<file path="src/rtl/pulse_seq_pkg.sv">
// Shared types and defaults for the x1-x2-x2 pulse-mode sequence detector.
package pulse_seq_pkg;

  typedef enum logic [1:0] {
    StA = 2'b00,
    StB = 2'b01,
    StC = 2'b10,
    StD = 2'b11
  } state_e;

  localparam int unsigned DebounceCycDefault = 2_000_000;
  localparam int unsigned CntWDefault        = 4;

  // An x1 pulse always restarts the sequence; x2 advances it, and wraps back to idle from D.
  function automatic state_e next_state(state_e cur, logic p_x1, logic p_x2);
    state_e nxt;
    nxt = cur;
    if (p_x1) begin
      nxt = StB;
    end else if (p_x2) begin
      case (cur)
        StA:     nxt = StA;
        StB:     nxt = StC;
        StC:     nxt = StD;
        default: nxt = StA;
      endcase
    end
    return nxt;
  endfunction

endpackage

</file>
<file path="src/rtl/btn_debounce.sv">
// Button conditioner: 2-FF synchronizer, debounce counter and registered rising-edge request.
module btn_debounce #(
  parameter int unsigned DEBOUNCE_CYC = 4
) (
  input  logic clk_i,
  input  logic rst_ni,
  input  logic btn_i,
  output logic level_o,
  output logic req_o
);

  localparam int unsigned CntW = (DEBOUNCE_CYC > 1) ? $clog2(DEBOUNCE_CYC) : 1;

  logic            sync1_q, sync2_q;
  logic            level_q, level_d;
  logic            level_dly_q;
  logic            req_q;
  logic [CntW-1:0] cnt_q, cnt_d;

  always_comb begin
    cnt_d   = cnt_q;
    level_d = level_q;
    if (sync2_q == level_q) begin
      cnt_d = '0;
    end else if (cnt_q == CntW'(DEBOUNCE_CYC - 1)) begin
      level_d = ~level_q;
      cnt_d   = '0;
    end else begin
      cnt_d = cnt_q + CntW'(1);
    end
  end

  always_ff @(posedge clk_i or negedge rst_ni) begin
    if (!rst_ni) begin
      sync1_q     <= 1'b0;
      sync2_q     <= 1'b0;
      level_q     <= 1'b0;
      level_dly_q <= 1'b0;
      req_q       <= 1'b0;
      cnt_q       <= '0;
    end else begin
      sync1_q     <= btn_i;
      sync2_q     <= sync1_q;
      level_q     <= level_d;
      level_dly_q <= level_q;
      // Only a press produces a request; releases are silent.
      req_q       <= level_q & ~level_dly_q;
      cnt_q       <= cnt_d;
    end
  end

  assign level_o = level_q;
  assign req_o   = req_q;

endmodule

</file>
<file path="src/rtl/pulse_seq_ctrl.sv">
// Pulse-mode x1-x2-x2 detector: button conditioning, single-pulse arbitration, FSM and counter.
module pulse_seq_ctrl
  import pulse_seq_pkg::*;
#(
  parameter int unsigned DEBOUNCE_CYC = DebounceCycDefault,
  parameter int unsigned CNT_W        = CntWDefault
) (
  input  logic             cp,
  input  logic             rst_n,
  input  logic             btn_x1,
  input  logic             btn_x2,
  output logic [1:0]       state,
  output logic             z,
  output logic [CNT_W-1:0] det_cnt,
  output logic             busy,
  output logic             err
);

  logic lvl_x1, lvl_x2;
  logic req_x1, req_x2;
  logic p_x1, p_x2;
  logic discard;

  state_e           state_q, state_d;
  logic [CNT_W-1:0] cnt_q, cnt_d;
  logic             err_q, err_d;

  btn_debounce #(
    .DEBOUNCE_CYC(DEBOUNCE_CYC)
  ) u_deb_x1 (
    .clk_i  (cp),
    .rst_ni (rst_n),
    .btn_i  (btn_x1),
    .level_o(lvl_x1),
    .req_o  (req_x1)
  );

  btn_debounce #(
    .DEBOUNCE_CYC(DEBOUNCE_CYC)
  ) u_deb_x2 (
    .clk_i  (cp),
    .rst_ni (rst_n),
    .btn_i  (btn_x2),
    .level_o(lvl_x2),
    .req_o  (req_x2)
  );

  // A request is only honoured while the other button is fully released.
  always_comb begin
    p_x1    = req_x1 & ~req_x2 & ~lvl_x2;
    p_x2    = req_x2 & ~req_x1 & ~lvl_x1;
    discard = (req_x1 | req_x2) & ~p_x1 & ~p_x2;
  end

  always_comb begin
    state_d = next_state(state_q, p_x1, p_x2);
    cnt_d   = cnt_q;
    err_d   = discard;
    if (p_x2 && (state_q == StC)) begin
      cnt_d = cnt_q + CNT_W'(1);
    end
  end

  always_ff @(posedge cp or negedge rst_n) begin
    if (!rst_n) begin
      state_q <= StA;
      cnt_q   <= '0;
      err_q   <= 1'b0;
    end else begin
      state_q <= state_d;
      cnt_q   <= cnt_d;
      err_q   <= err_d;
    end
  end

  assign state   = state_q;
  assign z       = (state_q == StD);
  assign det_cnt = cnt_q;
  assign busy    = lvl_x1 | lvl_x2;
  assign err     = err_q;

endmodule

</file>
<file path="config.mk">
export PLATFORM = sky130hd
export DESIGN_NAME = pulse_seq_ctrl
export DESIGN_NICKNAME = d
export VERILOG_FILES = /design/src/rtl/pulse_seq_pkg.sv /design/src/rtl/btn_debounce.sv /design/src/rtl/pulse_seq_ctrl.sv
export SDC_FILE = /design/constraint.sdc
export NUM_CORES = 1
export LEC_CHECK = 0
export ABC_AREA = 1
export CORE_UTILIZATION = 54
export DETAILED_ROUTE_END_ITERATION = 6
export PLACE_DENSITY = 0.81
export SYNTH_ARGS = -nofsm -noshare
export SYNTH_HDL_FRONTEND = slang
export SYNTH_SLANG_ARGS = --single-unit
</file>
<file path="constraint.sdc">
create_clock -name cp -period 2.17 [get_ports cp]
set_input_delay 0.434 -clock cp [delete_from_list [all_inputs] [get_ports cp]]
set_output_delay 0.434 -clock cp [all_outputs]
set_load 0.02 [all_outputs]
</file>
==> results.rst <==
.. list-table::
   :header-rows: 1

   * - Metric
     - Value
   * - Number of design rule violations left after detail routing
     - 0
   * - Seq cells post-synth
     - 59
   * - Arrival @ worst endpoint
     - approximately 1.6 ns
   * - TNS Setup
     - 0 ns
   * - Synth top area share
     - about half
   * - # rows
     - 26
   * - Die Ht
     - about 77 um
   * - Iter 0 DRT Violations
     - 88
   * - Buffers inserted during post-CTS setup optimization
     - 0
   * - Switching Power
     - approximately 0.48 mW
   * - Dominant cell type by area after synthesis
     - dfrtp_1
   * - Vias per cell
     - just over 5
   * - Crit-path max cell delay
     - a little under 0.6 ns
   * - Global Route Usage Sum
     - between 20% and 30%
   * - Relative slew margins
     - 58.1%
   * - RR Startpoint
     - u_deb_x2.cnt_q[0]
   * - Dominant register cell in the synthesized netlist
     - dfrtp_1
   * - Ranking of synthesized cells by area
     - dfrtp_1 49%, nor2_1 10%, nand2_1 7.1%, nand3_1 5.8%, inv_1 4.8%
   * - Total power density per cell area
     - approximately 630 mW/mm^2
   * - Combined area of all synthesized cells
     - about 0.0030 sq mm
   * - Post-synth ARST share
     - between 90% and 100%
   * - CP startpoint kind
     - flip-flop
   * - Sw Share
     - a little over a fifth
   * - Syn nets
     - 368
   * - Number of synthesized flops with an enable pin
     - 0
   * - FMAX
     - 502 MHz
   * - Clock-pin slew on the worst setup and hold paths
     - 0.06 ns
   * - CTS buffer count
     - 9
   * - Count of distinct cell types in the synthesized netlist
     - 29
   * - Global Route met3 Usage
     - roughly 7.0%
   * - Endpoint class of the critical path
     - output pin
   * - Highest ir drop seen on vdd
     - 0.915 mV
   * - Crit path kind
     - reg -> out
   * - Comb pwr share
     - under 10%
   * - Aggregate routed wire length
     - between 6 and 7 mm
   * - Ports placed on the boundary
     - 13
   * - Setup repair after global routing missed its margin
     - false
   * - Worst-Skew Late Latency
     - 0.33 ns
   * - Post-synthesis sequential area ratio
     - between 40% and 50%
   * - Antenna violations before repair
     - 0
   * - Detailed placer's ending HPWL
     - approximately 4.5 mm
   * - Routed wirelength normalized by instance count
     - between 10 and 15 um
   * - Area taken by multi-input logic gates
     - roughly 0.0014 sq mm
   * - Design internal power
     - around 1.7 mW
   * - Iteration count of the initial detailed-routing pass
     - 4
   * - Class of the tightest hold or removal check
     - in -> async
   * - Clk sinks
     - 59
   * - Leading post-synthesis cells by instance count
     - 83 x nor2_1, 59 x dfrtp_1, 57 x nand2_1, 39 x inv_1, 35 x nand3_1
   * - Remaining antenna violation count
     - 0
   * - Buf/Inv on CP
     - 2
   * - Global-route wire length before repair
     - 11.1 mm
   * - Largest fanout of any net on the critical path
     - 5
   * - GPL Wtd Cong
     - between 0.8 and 0.9
   * - Area used by sequential logic in the layout
     - 0.00148 sq mm
   * - Most common cell in the synthesized netlist
     - nor2_1
   * - Post-synthesis to final-layout area growth
     - 14.1%
   * - Final critical delay including setup and external delays
     - about 2.0 ns
   * - Ordered list of cells on the worst path
     - inv_1 > nand2_1 > clkdlybuf4s50_1
   * - Maximum number of pins on one net before global-route repair
     - 21
   * - Setup skew after layout
     - 0.00757 ns
   * - Core Util, Final
     - ~66%
   * - Leakage power total
     - approximately 1.5 nW
   * - Clock tree from TritonCTS
     - built
   * - Period Utilization, post-route
     - ~92%
   * - Clk buf depth
     - 2
   * - Maximum level of the CTS H-tree
     - 3
   * - Proportion of power drawn by the clock network
     - between 40 and 50%
   * - Worst Max-Slew Pin Slew
     - 0.625 ns
   * - Number of global-route vias before repair
     - around 2500
   * - Endpoints failing setup
     - 0
   * - Number of warnings printed during yosys synthesis
     - 0
   * - Port Buf Inserts
     - 12
   * - Result of the run
     - finished clean
   * - CP delay by family, top
     - buffers and inverters
   * - Detailed-route via count
     - roughly 2400
   * - Number of instances in the synthesized netlist
     - 359
   * - GRT Max-Usage Layer
     - met2
   * - Starting Density
     - between 50 and 60%
   * - Die Outline Area
     - around 0.006 sq mm
   * - Met2 routing resource usage after global routing
     - about two fifths
   * - Cts repair resizes
     - 0
   * - Layout cell share with drive strength beyond 1
     - about 12%
   * - Number of nets at the end of the flow
     - 395
   * - Antenna cell count
     - 0
   * - Area inside the core boundary
     - 0.00524 sq mm
   * - Met1 track demand over resource in global routing
     - between 20% and 30%
   * - Max-cap check violation count
     - 0
   * - Beginning of the critical path
     - u_deb_x1.level_o
   * - Count of pins over their slew limit
     - 0
   * - Die Span X
     - 76.8 um
   * - Buffer cell driving the clock tree root
     - clkbuf_8
   * - Sequential group share of total power
     - between 50% and 60%
   * - Total grt overflow
     - 0
   * - Required time of the worst setup path
     - roughly 1.7 ns
   * - Number of fillers in the final layout
     - 410
   * - Number of failing hold endpoints at the final stage
     - 0
   * - Hold buffer count at CTS
     - 0
   * - Critical-path cell with the highest stage delay
     - clkdlybuf4s50_1
   * - Mean cell area of the mapped netlist
     - roughly 8.4 sq um
==> layout by cell type, fill, tap and decap left out, types with 2 or more instances in the layout <==
| cell type | count |
|---|---|
| nor2_4 | 5 |
| o21ai_0 | 5 |
| o211ai_1 | 2 |
| nand2_2 | 5 |
| a21oi_1 | 5 |
| nand4_1 | 7 |
| nor3b_1 | 2 |
| xnor2_2 | 2 |
| clkinv_2 | 3 |
| xnor2_1 | 7 |
| dfrtp_1 | 59 |
| nand3_1 | 35 |
| nor2_2 | 6 |
| buf_4 | 4 |
| clkbuf_8 | 10 |
| nor3_1 | 7 |
| clkdlybuf4s50_1 | 11 |
| nand2_4 | 2 |
| nand2_1 | 57 |
| xor2_1 | 16 |
| nor2_1 | 83 |
| ha_1 | 5 |
| inv_1 | 39 |
==> power by group through the flow <==
stage	combinational [mW]	sequential, mW	clock (mW)
finish	0.0702	1.12	0.975
global route	0.0820	1.12	1.04
CTS	0.0725	1.12	0.994
detailed placement	0.0721	1.14	0
global placement	0.0700	1.14	0
floorplan	0.0315	1.14	0
==> metal layers <==
layer / vias to the layer above / part of all wire [%]
li1: 1192 / -
met5: - / 0
met3: 10 / 3.7
met1: 1124 / 44
met2: 52 / 52
met4: 0 / 1.2
==> worst reg2reg max path, cell delays in order (launching register included) <==
cell and delay [ns]:
dfrtp_1 0.37, ha_1 0.17, nand2_1 0.10, nor2_4 0.17
nand2_2 0.08, nor2_2 0.15, nand3_4 0.15, nand2_4 0.14
nor2_1 0.06
==> worst paths after layout <==
kind	end	slack (ns)	cells after the start
hold / removal	err	0.04	1
min in group cp	u_deb_x2.sync2_q	0.35	0
setup reg to reg	u_deb_x2.cnt_q[10]	0.67	8
hold reg to reg	u_deb_x2.sync2_q	0.35	0
max in group asynchronous	u_deb_x1.cnt_q[15]	1.56	2
setup / recovery	busy	0.18	3
==> flip-flops by register name, summed over array words and instances, names as in the netlist, 2 cells and up <==
| signal | cells |
|---|---|
| state | 2 |
| u_deb_x2.cnt_q | 21 |
| det_cnt | 4 |
| u_deb_x1.cnt_q | 21 |
==> final cells by class <==
| cell class | count | area share (%) |
|---|---|---|
| inverters | 41 | 4.54 |
| well taps | 70 | 2.54 |
| flip-flops and latches | 59 | 42.8 |
| repair buffers | 16 | 4.21 |
| clock buffers | 11 | 4.10 |
| clock inverters | 5 | 1.53 |
| multi-input cells | 259 | 40.2 |
==> cell families after synthesis <==
kind of cell	synth area share, %
XOR/XNOR	7.75
adder cells (fa/ha/maj)	2.07
AND/OR/NAND/NOR	33.1
AO/OA/AOI/OAI	2.61
multiplexers	0.373
flip-flops	48.9
buffers and inverters	5.18
==> stage by stage <==
step | hold slack (ns) | power [mW] | area (sq um) | std cells | setup slack [ns]
after floorplan | 0.138 | 1.17 | 3020 | 359 | 0.848
after global placement | 0.335 | 1.21 | 3250 | 445 | 0.532
after detailed placement | 0.340 | 1.21 | 3250 | 445 | 0.514
after CTS | 0.0384 | 2.19 | 3450 | 461 | 0.144
after global routing | 0.0555 | 2.24 | 3450 | 461 | 0.0757
final | 0.0384 | 2.17 | 3450 | 461 | 0.177
Note: power is estimated with default switching activity, not from simulation.
